[src/rtl/add_pkg.sv]
//------------------------------------------------------------------------------
// Module   : add_pkg
// Brief    : Shared state encoding and nibble width for the serial adder block.
// Revision : 1.0 - initial release
//------------------------------------------------------------------------------
`default_nettype none

package add_pkg;

   localparam int NIB_W = 4;

   localparam logic [1:0] ST_IDLE = 2'd0;
   localparam logic [1:0] ST_RUN  = 2'd1;
   localparam logic [1:0] ST_DONE = 2'd2;

endpackage : add_pkg

`default_nettype wire

[src/rtl/nibble_adder.sv]
//------------------------------------------------------------------------------
// Module   : nibble_adder
// Brief    : 4-bit ripple-carry adder built from full-adder cells.
// Revision : 1.0 - initial release
//------------------------------------------------------------------------------
`default_nettype none

module nibble_adder
   import add_pkg::*;
(
   input  logic             ci,
   input  logic [NIB_W-1:0] a,
   input  logic [NIB_W-1:0] b,
   output logic [NIB_W-1:0] s,
   output logic             co
);

   logic [NIB_W:0] w_c;

   assign w_c[0] = ci;

   genvar i;
   generate
      for (i = 0; i < NIB_W; i++) begin : g_fa
         assign s[i]     = a[i] ^ b[i] ^ w_c[i];
         assign w_c[i+1] = (a[i] & b[i]) | (w_c[i] & (a[i] ^ b[i]));
      end
   endgenerate

   assign co = w_c[NIB_W];

endmodule : nibble_adder

`default_nettype wire

[src/rtl/nibble_add_sched.sv]
//------------------------------------------------------------------------------
// Module   : nibble_add_sched
// Brief    : Round-robin shared serial adder, one nibble per cycle, valid/ready result.
// Revision : 1.0 - initial release
//------------------------------------------------------------------------------
`default_nettype none

module nibble_add_sched
   import add_pkg::*;
#(
   parameter int WIDTH = 16
)
(
   input  logic             clk,
   input  logic             rst,
   input  logic             req0_valid,
   input  logic [WIDTH-1:0] req0_a,
   input  logic [WIDTH-1:0] req0_b,
   input  logic             req0_ci,
   output logic             req0_ready,
   input  logic             req1_valid,
   input  logic [WIDTH-1:0] req1_a,
   input  logic [WIDTH-1:0] req1_b,
   input  logic             req1_ci,
   output logic             req1_ready,
   output logic             res_valid,
   output logic [WIDTH-1:0] res_sum,
   output logic             res_co,
   output logic             res_id,
   input  logic             res_ready,
   output logic             busy
);

   localparam int NIB   = WIDTH / NIB_W;
   localparam int CNT_W = (NIB > 1) ? $clog2(NIB) : 1;
   localparam logic [CNT_W-1:0] C_LAST = CNT_W'(NIB - 1);

   logic [1:0]       r_state;
   logic             r_prio;
   logic             r_carry;
   logic [CNT_W-1:0] r_count;
   logic [WIDTH-1:0] r_a;
   logic [WIDTH-1:0] r_b;
   logic [WIDTH-1:0] r_sum;
   logic             r_co;
   logic             r_id;

   logic             w_idle;
   logic             w_grant0;
   logic             w_grant1;
   logic             w_accept;
   logic [NIB_W-1:0] w_a_nib;
   logic [NIB_W-1:0] w_b_nib;
   logic [NIB_W-1:0] w_s;
   logic             w_co;

   // A lone requester wins regardless of prio; prio only breaks ties.
   assign w_idle     = (r_state == ST_IDLE);
   assign w_grant0   = req0_valid & (~req1_valid | ~r_prio);
   assign w_grant1   = req1_valid & (~req0_valid |  r_prio);
   assign req0_ready = w_idle & w_grant0 & ~rst;
   assign req1_ready = w_idle & w_grant1 & ~rst;
   assign w_accept   = req0_ready | req1_ready;

   always_comb begin
      w_a_nib = '0;
      w_b_nib = '0;
      for (int k = 0; k < NIB; k++) begin
         if (r_count == k[CNT_W-1:0]) begin
            w_a_nib = r_a[k*NIB_W +: NIB_W];
            w_b_nib = r_b[k*NIB_W +: NIB_W];
         end
      end
   end

   nibble_adder u_adder (
      .ci (r_carry),
      .a  (w_a_nib),
      .b  (w_b_nib),
      .s  (w_s),
      .co (w_co)
   );

   always_ff @(posedge clk) begin
      if (rst) begin
         r_state <= ST_IDLE;
         r_prio  <= 1'b0;
         r_carry <= 1'b0;
         r_count <= '0;
         r_a     <= '0;
         r_b     <= '0;
         r_sum   <= '0;
         r_co    <= 1'b0;
         r_id    <= 1'b0;
      end else begin
         case (r_state)
            ST_IDLE: begin
               if (w_accept) begin
                  r_a     <= req1_ready ? req1_a  : req0_a;
                  r_b     <= req1_ready ? req1_b  : req0_b;
                  r_carry <= req1_ready ? req1_ci : req0_ci;
                  r_id    <= req1_ready;
                  r_count <= '0;
                  r_state <= ST_RUN;
               end
            end
            ST_RUN: begin
               for (int k = 0; k < NIB; k++) begin
                  if (r_count == k[CNT_W-1:0]) begin
                     r_sum[k*NIB_W +: NIB_W] <= w_s;
                  end
               end
               r_carry <= w_co;
               r_count <= r_count + 1'b1;
               if (r_count == C_LAST) begin
                  r_co    <= w_co;
                  r_state <= ST_DONE;
               end
            end
            ST_DONE: begin
               if (res_ready) begin
                  r_prio  <= ~r_id;
                  r_state <= ST_IDLE;
               end
            end
            default: r_state <= ST_IDLE;
         endcase
      end
   end

   assign res_valid = (r_state == ST_DONE);
   assign busy      = (r_state != ST_IDLE);
   assign res_sum   = r_sum;
   assign res_co    = r_co;
   assign res_id    = r_id;

endmodule : nibble_add_sched

`default_nettype wire
[config.mk]
export PLATFORM = sky130hd
export DESIGN_NAME = nibble_add_sched
export DESIGN_NICKNAME = d
export VERILOG_FILES = /design/src/rtl/add_pkg.sv /design/src/rtl/nibble_adder.sv /design/src/rtl/nibble_add_sched.sv
export SDC_FILE = /design/constraint.sdc
export NUM_CORES = 1
export LEC_CHECK = 0
export ABC_AREA = 1
export CAP_MARGIN = 0
export CORE_UTILIZATION = 46
export DETAILED_ROUTE_END_ITERATION = 8
export PLACE_DENSITY = 0.8
export SLEW_MARGIN = 20
export SYNTH_ARGS = -nofsm -noshare
export SYNTH_HDL_FRONTEND = slang
export SYNTH_HIERARCHICAL = 1
export SYNTH_SLANG_ARGS = --single-unit
[constraint.sdc]
create_clock -name clk -period 4.45 [get_ports clk]
set_input_delay 1.1125 -clock clk [delete_from_list [all_inputs] [get_ports clk]]
set_output_delay 1.1125 -clock clk [all_outputs]
set_load 0.005 [all_outputs]
# Word-level counts from Yosys, hierarchy flattened
# Cells that the tools add are included.
[word_totals] in_bits=71 wordCells=86 ff_bits=56
[op_classes] n_mux=19 n_eq_ne=8 n_reduce_logical=12 n_bitwise=34 addsub=1
[ops] cell="$mux 16" count=2
[ops] cell="$mux 4" count=8
[ops] cell="$and 1x1->1" count=14
[ops] cell="$reduce_and 2->1" count=7
[ops] cell="$mux 2" count=4
[ops] cell="$xor 1x1->1" count=8
[ops] cell="$or 1x1->1" count=7
[ops] cell="$eq 2x2->1 const B" count=3
[ops] cell="$pmux 2 s3" count=1
[ops] cell="$not 1->1" count=5
[ops] cell="$eq 2x1->1 const B" count=2
[ops] cell="$logic_not 2->1" count=2
[ops] cell="$ne 2x1->1 const B" count=2
[ops] cell="$pmux 2 s2" count=1
[ops] cell="$reduce_bool 2->1" count=2
[ops] cell="$reduce_and 3->1" count=1
[ops] cell="$add 2x1->2 const B" count=1
[ops] cell="$mux 1" count=2
[ops] cell="$ne 2x2->1 const B" count=1
[ops] cell="$pmux 1 s2" count=1

# Logic depth before layout (Yosys ltp)
# Gate-level depths: netlist of run 1.
[depth] ltp_word=15 depth_mapped=19 ltp_nobuf=18

# Modules after synthesis
# Netlist of run 1, hierarchy kept.
[by_module_without_submodules] module="nibble_add_sched" area_each_um2=2767.7 seq_area_each_um2=1121.1 instances=1 cells_each=431
[by_module_without_submodules] module="nibble_adder" area_each_um2=117.6 seq_area_each_um2=0.0 instances=1 cells_each=14

# Worst setup path after synthesis of run 1
# No wires, ideal clock.
[synth_path] path_type="register -> register" start="reg r_count[1]" end="reg r_sum[15], in the netlist res_sum[15]" setup_slack_ps=1317 synth_period_minus_slack_ps=3133 arrival_time_ps=3063 path_stages_with_launch=18 t_required_ps=4380 setup_ps=70 path_buffers=1 cell_sequence="dfxtp_1 -> inv_1 -> ha_1 -> inv_1 -> clkbuf_1 -> nand2_1 -> o211ai_1 -> a21oi_1 -> fa_1 -> inv_1 -> fa_1 -> inv_1 -> fa_1 -> inv_1 -> fa_1 -> inv_1 -> nand3_1 -> a21oi_1"
[synth_between] elab_chain_len=13 elab_cells_between_ends=27
[synth_lines] item="start: declaration" line_no="nibble_add_sched.sv:41" source="logic [CNT_W-1:0] r_count;"
[synth_lines] item="start signal: assignment" line_no="nibble_add_sched.sv:114" source="r_count <= r_count + 1'b1;"
[synth_lines] item="$logic_not 2->1" line_no="nibble_add_sched.sv:69" source="if (r_count == k[CNT_W-1:0]) begin"
[synth_lines] item="$mux 4 (3 in series)" line_no="nibble_add_sched.sv:69"
[synth_lines] item="$mux 4 *" line_no="nibble_add_sched.sv:69"
[synth_lines] item="named net w_b_nib[0]" line_no="nibble_add_sched.sv:53" source="logic [NIB_W-1:0] w_b_nib;"
[synth_lines] item="$xor 1x1->1" line_no="nibble_adder.sv:26" source="assign w_c[i+1] = (a[i] & b[i]) | (w_c[i] & (a[i] ^ b[i]));"
[synth_lines] item="$and 1x1->1" line_no="nibble_adder.sv:26"
[synth_lines] item="$or 1x1->1 *" line_no="nibble_adder.sv:26"
[synth_lines] item="$and 1x1->1 *" line_no="nibble_adder.sv:26"
[synth_lines] item="$or 1x1->1 *" line_no="nibble_adder.sv:26"
[synth_lines] item="$and 1x1->1 *" line_no="nibble_adder.sv:26"
[synth_lines] item="$or 1x1->1 *" line_no="nibble_adder.sv:26"
[synth_lines] item="$xor 1x1->1 *" line_no="nibble_adder.sv:25" source="assign s[i] = a[i] ^ b[i] ^ w_c[i];"
[synth_lines] item="named net w_s[3]" line_no="nibble_add_sched.sv:54" source="logic [NIB_W-1:0] w_s;"
[synth_lines] item="end signal: indexed assignment" line_no="nibble_add_sched.sv:110" source="r_sum[k*NIB_W +: NIB_W] <= w_s;"
[synth_lines] item="end: declaration" line_no="nibble_add_sched.sv:44" source="logic [WIDTH-1:0] r_sum;"
# Mark *: on every way through the listed nets, which the timed path passes. The rest lies on a longest branch.
# A chain may end at the register's enable or synchronous reset.

# Final worst setup path of run 1
[layout_path] start="reg r_count[0]" end="reg r_sum[3], in the netlist res_sum[3]"
# The elaborated chain is that of the path after synthesis.

==> results of run 1 <==
-- final cells by class --
type	count	area, um2
Multi-Input combinational cell	334	1540
Timing Repair Buffer	95	943
Clock buffer	6	82.6
Fill cell	600	2090
Sequential cell	56	1120
Clock inverter	2	10.0
Tap cell	75	93.8
Inverter	31	116
-- kinds of logic (layout without fill, tap and decap cells) --
group	Yosys count	in the layout	share of synthesized area [%]
compound gates	81	81	14.8
fa+ha+maj	8	8	4.51
buf+inv	55	134	7.94
flops	56	56	38.9
simple gates	245	245	33.9
-- power breakdown --
part	total, uW	internal (uW)	switching [uW]
clock network	285	125	161
logic	303	141	162
registers	562	540	22.1
total	1150	805	345
-- sequential cells by signal (all words and copies together), names as in the netlist --
signal   cells
r_a         16
r_b         16
res_sum     16
r_count      2
r_state      2
r_carry      1
r_prio       1
res_co       1
res_id       1
-- layer usage --
layer,wire (um),vias to the layer above,track usage [%]
met4,142,0,10.4
li1,-,1569,-
met5,0,-,0
met3,294,11,4.72
met2,3630,74,42.1
met1,2810,1350,23.4
-- cell usage in the layout (no fill, tap or decap), drive strengths merged --
cell type      Yosys  routed
o21ai             35      35
clkdlybuf4s50      0      92
nand3             22      22
clkinv             0       2
buf               15       3
clkbuf             9       6
fa                 4       4
nand2            144     144
nor2              77      77
nand4              2       2
dfxtp             56      56
o211ai             8       8
inv               31      31
ha                 4       4
o31ai              1       1
a21oi             37      37
-- stage by stage --
step	setup WS [ns]	util, %	area, um2	hold slack (ns)	power [uW]
finish	0.847	65.1	3900	0.465	1150
detailed placement	0.868	63.6	3810	0.454	875
CTS	0.856	65.1	3900	0.467	1150
global placement	0.873	63.6	3810	0.448	866
floorplan	1.32	-	2890	0.444	747
global route	0.582	65.1	3900	0.491	1220
-- worst paths after layout --
| path | startpoint | cells after the start | to | slack [ns] |
|---|---|---|---|---|
| max | r_count[0] | 15 | res_sum[3] | 0.85 |
| max reg2reg | r_count[0] | 15 | res_sum[3] | 0.85 |
| min | res_sum[10] | 2 | res_sum[10] | 0.46 |
| min reg2reg | res_sum[10] | 2 | res_sum[10] | 0.46 |
-- worst register-to-register path: stages, from the launching register on --
cell      delay, ns
dfxtp_1        0.36
inv_1          0.10
ha_1           0.48
inv_1          0.29
o211ai_1       0.19
a21oi_1        0.15
fa_1           0.41
inv_1          0.08
fa_1           0.15
inv_1          0.05
fa_1           0.35
inv_1          0.07
fa_1           0.41
inv_1          0.14
nand3_1        0.11
a21oi_1        0.19
==> impl_results.md, run 1 <==
- Die height: approximately 80 um
- # IOs: between 90 and 100
- Setup TNS Final: 0 ns
- # clock sinks: 56
- Share of layout cells above drive strength 1: under 10%
- Max IR drop VDD: approximately 0.16 mV
- Post-synthesis cell area: roughly 0.0029 mm2
- Vias in the first global route: between 2k and 3k
- CP peak stage delay: 0.48 ns
- Syn-to-layout area delta: 35.3%
- Antenna violations before repair: 0
- # setup viols final: 0
- Hold-fix buffers, CTS: 0
- Worst skew pair latency: about 0.32 ns
- DP HPWL: 5.04 mm
- Unrepaired setup endpoints after global routing: false
- GPL Wtd Cong: roughly 0.83
- Largest net degree at the start of global routing: 37
- Ys Warns: 6
- Cell count after synthesis: ~450
- Most instantiated cells after synthesis: nand2_1, nor2_1, dfxtp_1
- WL per Instance: 11.5 um
- Row count: 28
- Clk buf depth: 2
- Setup CP Type: reg2reg
- H-tree levels: 2
- Initial DRC Count: 124
- Yosys top cell area share: between 30% and 40%
- Final ANT Viol Nets: 0
- Most frequent cell on the critical path: inv_1
- Max-slew violations: 0
- Fin nets: approximately 600
- MaxCap Viol Count: 0
- Most common flop cell mapped by yosys: dfxtp_1
- Startpoint types: flip-flop
- Slew @ Worst Pin: approximately 0.82 ns
- Dpl cells: roughly 590
- Initial Util: roughly 48%
- Synthesized area per cell: between 6 and 7 um2
- Core Box Area: 0.00599 mm2
- Peak Freq: 0.278 GHz
- First-pass GRT wire length: roughly 11 mm
- Ant. Diodes: 0
- Unique masters post-synth: 21
- CTS Buf Count: 5
- Setup bufs post-CTS: 0
- DRC Markers: 0
- Port bufs: 92
- Worst path cell trace: inv_1 -> ha_1 -> inv_1 -> o211ai_1 -> a21oi_1 -> fa_1 -> inv_1 -> fa_1 -> inv_1 -> fa_1 -> inv_1 -> fa_1 -> inv_1 -> nand3_1 -> a21oi_1
- Async SR Flop Fraction: 0%
- Root Driver: clkbuf_8
- Crit path time final: between 3 and 4 ns
- Synth area leaders: dfxtp_1, nand2_1, nor2_1
- Vias/cell: between 5 and 6
- Status: finished clean
- Die Wd: about 81 um
- Post-route insts no fill: 599
- Final hold viol count: 0
- PostCTS Resize Cnt: 0
- CTS tree: done
- Type of the most critical hold path: reg2reg
- Worst clock skew: ~0.0096 ns
- Final worst-path cycle share: around 81%
- Slew headroom: around 45%
- Number of flops mapped to enable cells by yosys: 0
- Die Footprint: between 0.006 and 0.007 mm2
- Leading area contributor after synthesis: dfxtp_1
- Crit path DAT: just under 4 ns
- CP top delay family: adder cells
- CP bufs+invs: 6
- Post-Route WL: between 6 and 7 mm
- GRT Total Usage: 22.4%
- Syn nets: ~520
- PwrDens: slightly below 300 mW/mm2
- Most frequent cell after synthesis: nand2_1
- TritonRoute pass-1 iters: 4
- Critical path endpoint category: flip-flop
- CP required: between 4 and 5 ns
- Gr ovfl total: 0
- Via Count: around 3k
- Worst-path fanout max: 14
- Synthesized flop and latch total: between 50 and 60
- Leak: between 0.0015 and 0.002 uW
- Clock-pin slew on the worst setup and hold paths: around 0.10 ns
- CP max-delay cell: ha_1
- Sequential fraction of the synthesis area: about two fifths
Note: power is estimated with default switching activity, not from simulation.
==> run 2: changes to the inputs <==
Clock period 4.45 ns to 3.7 ns, I/O delays scaled along.
==> run 2 against run 1 <==
Net effect:
- count of clock-buffer cells in the layout grew 1
- sequential power grew 21%
- via count grew 0.13%
- critical path type unchanged
- critical endpoint unchanged
- largest cell class unchanged
==> impl_results.md, run 2 (synthesis results as in run 1) <==
- CP required: 3.94 ns (-0.76 ns)
- Initial DRC Count: 127 (+2.4%)
- Core Box Area: 0.00599 mm2 (unchanged)
- Crit path DAT: 3.69 ns (-0.16 ns)
- Ant. Diodes: 0 (unchanged)
- Placement Cell Area: 0.00382 mm2 (+0.39%)
- Clk pwr share: 29.0% (+4.2 points)
- Post-Route WL: 6.96 mm (+1.1%)
- Type of the most critical hold path: reg2reg
- # IOs: 93 (unchanged)
- Die Footprint: 0.00659 mm2 (unchanged)
- Slew headroom: 44.9% (-0.25 points)
- P_sw: 415 uW (+20%)
- Fin nets: 606 (+0.66%)
- Worst clock skew: 0.00951 ns (-0.0000687 ns)
- Largest net degree at the start of global routing: 37 (unchanged)
- Vias/cell: 4.99 (-0.53%)
- GRT Total Usage: 22.3% (-0.048 points)
- Row count: 28 (unchanged)
- WL per Instance: 11.5 um (+0.45%)
- Max IR drop VDD: 0.170 mV (+6.3%)
- Final hold viol count: 0 (unchanged)
- Status: finished clean
- Clk buf depth: 2 (unchanged)
- Setup CP Type: reg2reg
- Via Count: 3008 (+0.13%)
- Worst skew pair latency: 0.31 ns (about the same)
- Leak: 0.00173 uW (+1.7%)
- Met3 Resource Use GR: 4.27% (-0.45 points)
- Die Wd: 81.2 um (unchanged)
- GPL Wtd Cong: 0.868 (+4.4%)
- Unrepaired setup endpoints after global routing: false
- First-pass GRT wire length: 11.6 mm (+1.3%)
- Slew @ Worst Pin: 0.826 ns (+0.00368 ns)
- Worst-path fanout max: 11 (-3)
- DRC Markers: 0 (unchanged)
- Crit path time final: 3.45 ns (-0.153 ns)
- # clock sinks: 56 (unchanged)
- Vias in the first global route: 2760 (-0.43%)
- Commonest non-fill, non-tap cell in the layout: nand2_1
- Final ANT Viol Nets: 0 (unchanged)
- Max-slew violations: 0 (unchanged)
- Gr ovfl total: 0 (unchanged)
- Final worst-path cycle share: 93.3% (+12 points)
- DP HPWL: 5.17 mm (+2.6%)
- Critical path endpoint category: flip-flop
- TritonRoute pass-1 iters: 5 (+1)
- Peak Freq: 0.290 GHz (+4.4%)
- Most frequent cell on the critical path: inv_1
- Root Driver: clkbuf_8
- Syn-to-layout area delta: 37.7%
- Busiest layer in global routing: met2
- Worst path cell trace: inv_1 -> ha_1 -> clkinvlp_4 -> o211ai_1 -> a21oi_1 -> fa_1 -> inv_1 -> fa_1 -> inv_1 -> fa_1 -> inv_1 -> fa_1 -> inv_1 -> nand3_1 -> a21oi_1
- Grt met1 use: 25.3% (+1.9 points)
- Setup TNS Final: 0 ns (unchanged)
- Initial Util: 48.2% (unchanged)
- Share of layout cells above drive strength 1: 4.36% (+1.1 points)
- MaxCap Viol Count: 0 (unchanged)
- CP max-delay cell: fa_1
- Die height: 81.2 um (unchanged)
- # setup viols final: 0 (unchanged)
- Sw Share: 28.1% (-1.9 points)
- CP peak stage delay: 0.44 ns (-0.04 ns)
- Met2 usage in global routing: 41.9% (-0.17 points)
- Cell area after layout: 0.00397 mm2 (+1.8%)
- Port bufs: 92 (unchanged)
- PwrDens: 372 mW/mm2 (+26%)
- CTS tree: done
- Sequential share of power: 45.9% (-2.9 points)
- Startpoint types: flip-flop
- Internal power: 1060 uW (+32%)
- Fillers: 551 (-8.2%)
- Antenna violations before repair: 0 (unchanged)
- Part of the power in combinational logic: 25.1% (-1.3 points)
- CTS Buf Count: 5 (unchanged)
- H-tree levels: 2 (unchanged)
- Clock-pin slew on the worst setup and hold paths: 0.09 ns (about the same)
- Most frequent cells in the layout: nand2_1, clkdlybuf4s50_1, nor2_1
-- run 2: cell types whose count changed in the layout (fill, tap and decap cells not counted), sizes merged --
cell	previous run	this run
buf	3	7
clkinv	2	0
bufinv	0	1
clkbuf	6	7
clkinvlp	0	1
inv	31	30
-- run 2: what timing repair did --
| item | in CTS | in global routing |
|---|---|---|
| resized for setup | 0 | 2 |
| hold endpoints to repair | 0 | 0 |
| endpoints found under the setup margin | 0 | 4 |
| buffers inserted | 0 | 2 |
| hold buffers | 0 | 0 |
-- run 2: final timing paths --
kind | startpoint | cells past startpoint | endpoint | slack [ns]
worst max-delay path | r_count[1] | 15 | res_sum[3] | 0.25
worst min-delay path | res_sum[2] | 2 | res_sum[2] | 0.46
worst max register to register | r_count[1] | 15 | res_sum[3] | 0.25
worst min register to register | res_sum[2] | 2 | res_sum[2] | 0.46
-- run 2: final cells by class --
class | count | area, um2 | area share [%]
multi-input combinational | 334 | 1540 | 38.7
sequential | 56 | 1120 | 28.2
timing repair buffer | 99 | 973 | 24.5
inverter | 31 | 120 | 3.02
clock buffer | 7 | 96.3 | 2.43
clock inverter | 1 | 30.0 | 0.756
tap | 75 | 93.8 | 2.36
-- run 2: critical path, delay by kind of cell, from the launching register on --
kind / cells / cell delay (ns)
flops: 1 / 0.36
fa+ha+maj: 5 / 1.71
simple gates: 1 / 0.10
buf+inv: 6 / 0.72
compound gates: 3 / 0.51
-- run 2: through the flow --
stage	utilization (%)	worst slack (ns)	hold WS, ns	instances	total power [uW]
floorplan	-	0.567	0.444	445	899
global placement	63.8	0.438	0.449	593	1040
detailed placement	63.8	0.255	0.454	593	1050
CTS	66.0	0.216	0.467	601	1480
global route	66.3	0.0317	0.484	603	1560
finish	66.3	0.249	0.463	603	1480
-- run 2: power by group through the flow --
stage / Combinational, uW / Clock (uW) / Sequential, uW
2_1_floorplan: 217 / 0 / 682
3_3_place_gp: 352 / 0 / 690
3_5_place_dp: 364 / 0 / 690
4_1_cts: 366 / 435 / 677
5_1_grt: 414 / 459 / 682
6_report: 370 / 428 / 678
-- run 2: layer usage --
metal | wire length, um | share of wire [%]
met1 | 3060 | 44
met2 | 3590 | 52
met3 | 229 | 3.3
met4 | 83 | 1.2
met5 | 0 | 0
==> run 3: changes to the inputs <==
Settings changed: REMOVE_ABC_BUFFERS set to 1.
==> run 3 against run 2 <==
Net effect:
- design area fell by 1.3%
- hold slack improved by 0.0042 ns
- count of clock-buffer cells in the layout fell by 1
- clock power fell by 21%
- core utilization fell by 0.88 points
- combinational power fell by 3%
- via count fell by 2.2%
- register-to-register slack improved by 0.07 ns
- flip-flop and latch count did not move
- sequential share of layout area rose by 0.38 points
- largest cell class unchanged
==> impl_results.md, run 3 (synthesis results as in run 1) <==
- Setup TNS Final: 0 ns (unchanged)
- Row count: 28 (unchanged)
- Final worst-path cycle share: 91.3% (-1.9 points)
- Initial Util: 48.2% (unchanged)
- Max-slew violations: 0 (unchanged)
- Via Count: 2942 (-2.2%)
- Share of layout cells above drive strength 1: 3.80% (-0.55 points)
- CP peak stage delay: 0.42 ns (-0.02 ns)
- First-pass GRT wire length: 11.4 mm (-2.0%)
- Root Driver: clkbuf_8
- Post-Route WL: 6.61 mm (-5.0%)
- Slew @ Worst Pin: 0.789 ns (-0.0370 ns)
- Die Wd: 81.2 um (unchanged)
- Startpoint types: flip-flop
- Clock-pin slew on the worst setup and hold paths: 0.10 ns (about the same)
- GPL Wtd Cong: 0.837 (-3.6%)
- Core Box Area: 0.00599 mm2 (unchanged)
- Peak Freq: 0.296 GHz (+2.1%)
- Largest net degree at the start of global routing: 37 (unchanged)
- Hold Path Cell Cnt: 2 (unchanged)
- DRC Markers: 0 (unchanged)
- Most frequent cell on the critical path: inv_1
- R2R cell count: 16 (+1)
- Hold-fix buffers, CTS: 0 (unchanged)
- Max IR drop VDD: 0.205 mV (+21%)
- Crit path DAT: 3.62 ns (-0.07 ns)
- Worst-path fanout max: 16 (+5)
- PwrDens: 350 mW/mm2 (-5.7%)
- Clk buf depth: 2 (unchanged)
- Vias in the first global route: 2661 (-3.6%)
- Commonest non-fill, non-tap cell in the layout: nand2_1
- Multi-input logic area: 0.00154 mm2 (unchanged)
- CP max-delay cell: fa_1
- MaxCap Viol Count: 0 (unchanged)
- Ant. Diodes: 0 (unchanged)
- Leak: 0.00171 uW (-1.2%)
- Vias/cell: 4.90 (-1.9%)
- Worst skew pair latency: 0.30 ns (about the same)
- Fin nets: 604 (-0.33%)
- Final ANT Viol Nets: 0 (unchanged)
- # IOs: 93 (unchanged)
- Port bufs: 92 (unchanged)
- Setup CP Type: reg2reg
- Worst Hold Margin: 0.467 ns (+0.00424 ns)
- # setup viols final: 0 (unchanged)
- GRT Total Usage: 21.7% (-0.58 points)
- CTS tree: done
- Most frequent cells in the layout: nand2_1, clkdlybuf4s50_1, nor2_1
- H-tree levels: 2 (unchanged)
- Type of the most critical hold path: reg2reg
- Register area: 0.00112 mm2 (unchanged)
- Status: finished clean
- WL per Instance: 11.0 um (-4.6%)
- Crit path time final: 3.38 ns (-0.0718 ns)
- Die height: 81.2 um (unchanged)
- Die Footprint: 0.00659 mm2 (unchanged)
- Syn-to-layout area delta: 35.9%
- Gr ovfl total: 0 (unchanged)
- Initial DRC Count: 94 (-26%)
- Slew headroom: 47.4% (+2.5 points)
- TritonRoute pass-1 iters: 4 (-1)
- # clock sinks: 56 (unchanged)
- Setup WS pre-CTS: 0.339 ns (+0.0838 ns)
- Worst path cell trace: inv_1 -> ha_1 -> inv_1 -> nand2_1 -> o211ai_1 -> a21oi_1 -> fa_1 -> inv_1 -> fa_1 -> inv_1 -> fa_1 -> inv_1 -> fa_1 -> inv_1 -> nand3_1 -> a21oi_1
- CP required: 3.94 ns (about the same)
- Critical path endpoint category: flip-flop
- Unrepaired setup endpoints after global routing: false
- Worst clock skew: 0.00908 ns (-0.000433 ns)
- Final hold viol count: 0 (unchanged)
- Final Worst Setup Slack: 0.321 ns (+0.0718 ns)
- Antenna violations before repair: 0 (unchanged)
- Fillers: 536 (-2.7%)
- CTS Buf Count: 5 (unchanged)
- DP HPWL: 4.94 mm (-4.4%)
run 3: changes by cell type in the layout (fill, tap and decap cells not counted):
cell,change
clkbuf_8,-1
bufinv_16,-1
inv_1,+1
buf_4,-2
clkinv_2,+2
clkinvlp_4,-1
run 3: where the power goes:
| part | total, uW | switching, uW | internal (uW) |
|---|---|---|---|
| clock network | 337 | 188 | 150 |
| logic | 359 | 189 | 170 |
| registers | 677 | 28.2 | 649 |
run 3: area by class of cell:
cell class	instances	share of cell area, %
timing repair buffer	97	24.4
sequential	56	28.6
clock inverter	2	0.255
tap	75	2.39
clock buffer	6	2.11
multi-input combinational	334	39.2
inverter	31	2.97
run 3: final timing paths:
check	from	to	slack (ns)
setup / recovery	r_count[1]	res_sum[11]	0.32
hold / removal	res_sum[0]	res_sum[0]	0.47
setup reg to reg	r_count[1]	res_sum[11]	0.32
hold reg to reg	res_sum[0]	res_sum[0]	0.47
run 3: stage by stage:
| step | instance area, um2 | instances | power (uW) | utilization (%) |
|---|---|---|---|---|
| 2_1_floorplan | 2770 | 421 | 884 | - |
| 3_3_place_gp | 3820 | 593 | 1040 | 63.8 |
| 3_5_place_dp | 3820 | 593 | 1050 | 63.8 |
| 4_1_cts | 3920 | 601 | 1380 | 65.4 |
| 5_1_grt | 3920 | 601 | 1450 | 65.4 |
| 6_report | 3920 | 601 | 1370 | 65.4 |
run 3: worst max-delay path: cells and delay by family, from the launching register on:
family	cells	cell delay, ns
compound gates	3	0.39
simple gates	2	0.19
buf+inv	6	0.73
flops	1	0.40
fa+ha+maj	5	1.60
run 3: metal layers:
metal  GRT usage (%)  share of wire [%]
met1            26.0                 47
met5               0                  0
met4            3.75               0.38
met2            40.2                 48
met3            4.27                4.8
run 3: repair_timing:
action | in CTS | in global routing
resized for setup | 0 | 1
buffers inserted | 0 | 0
setup endpoints to repair | 0 | 2
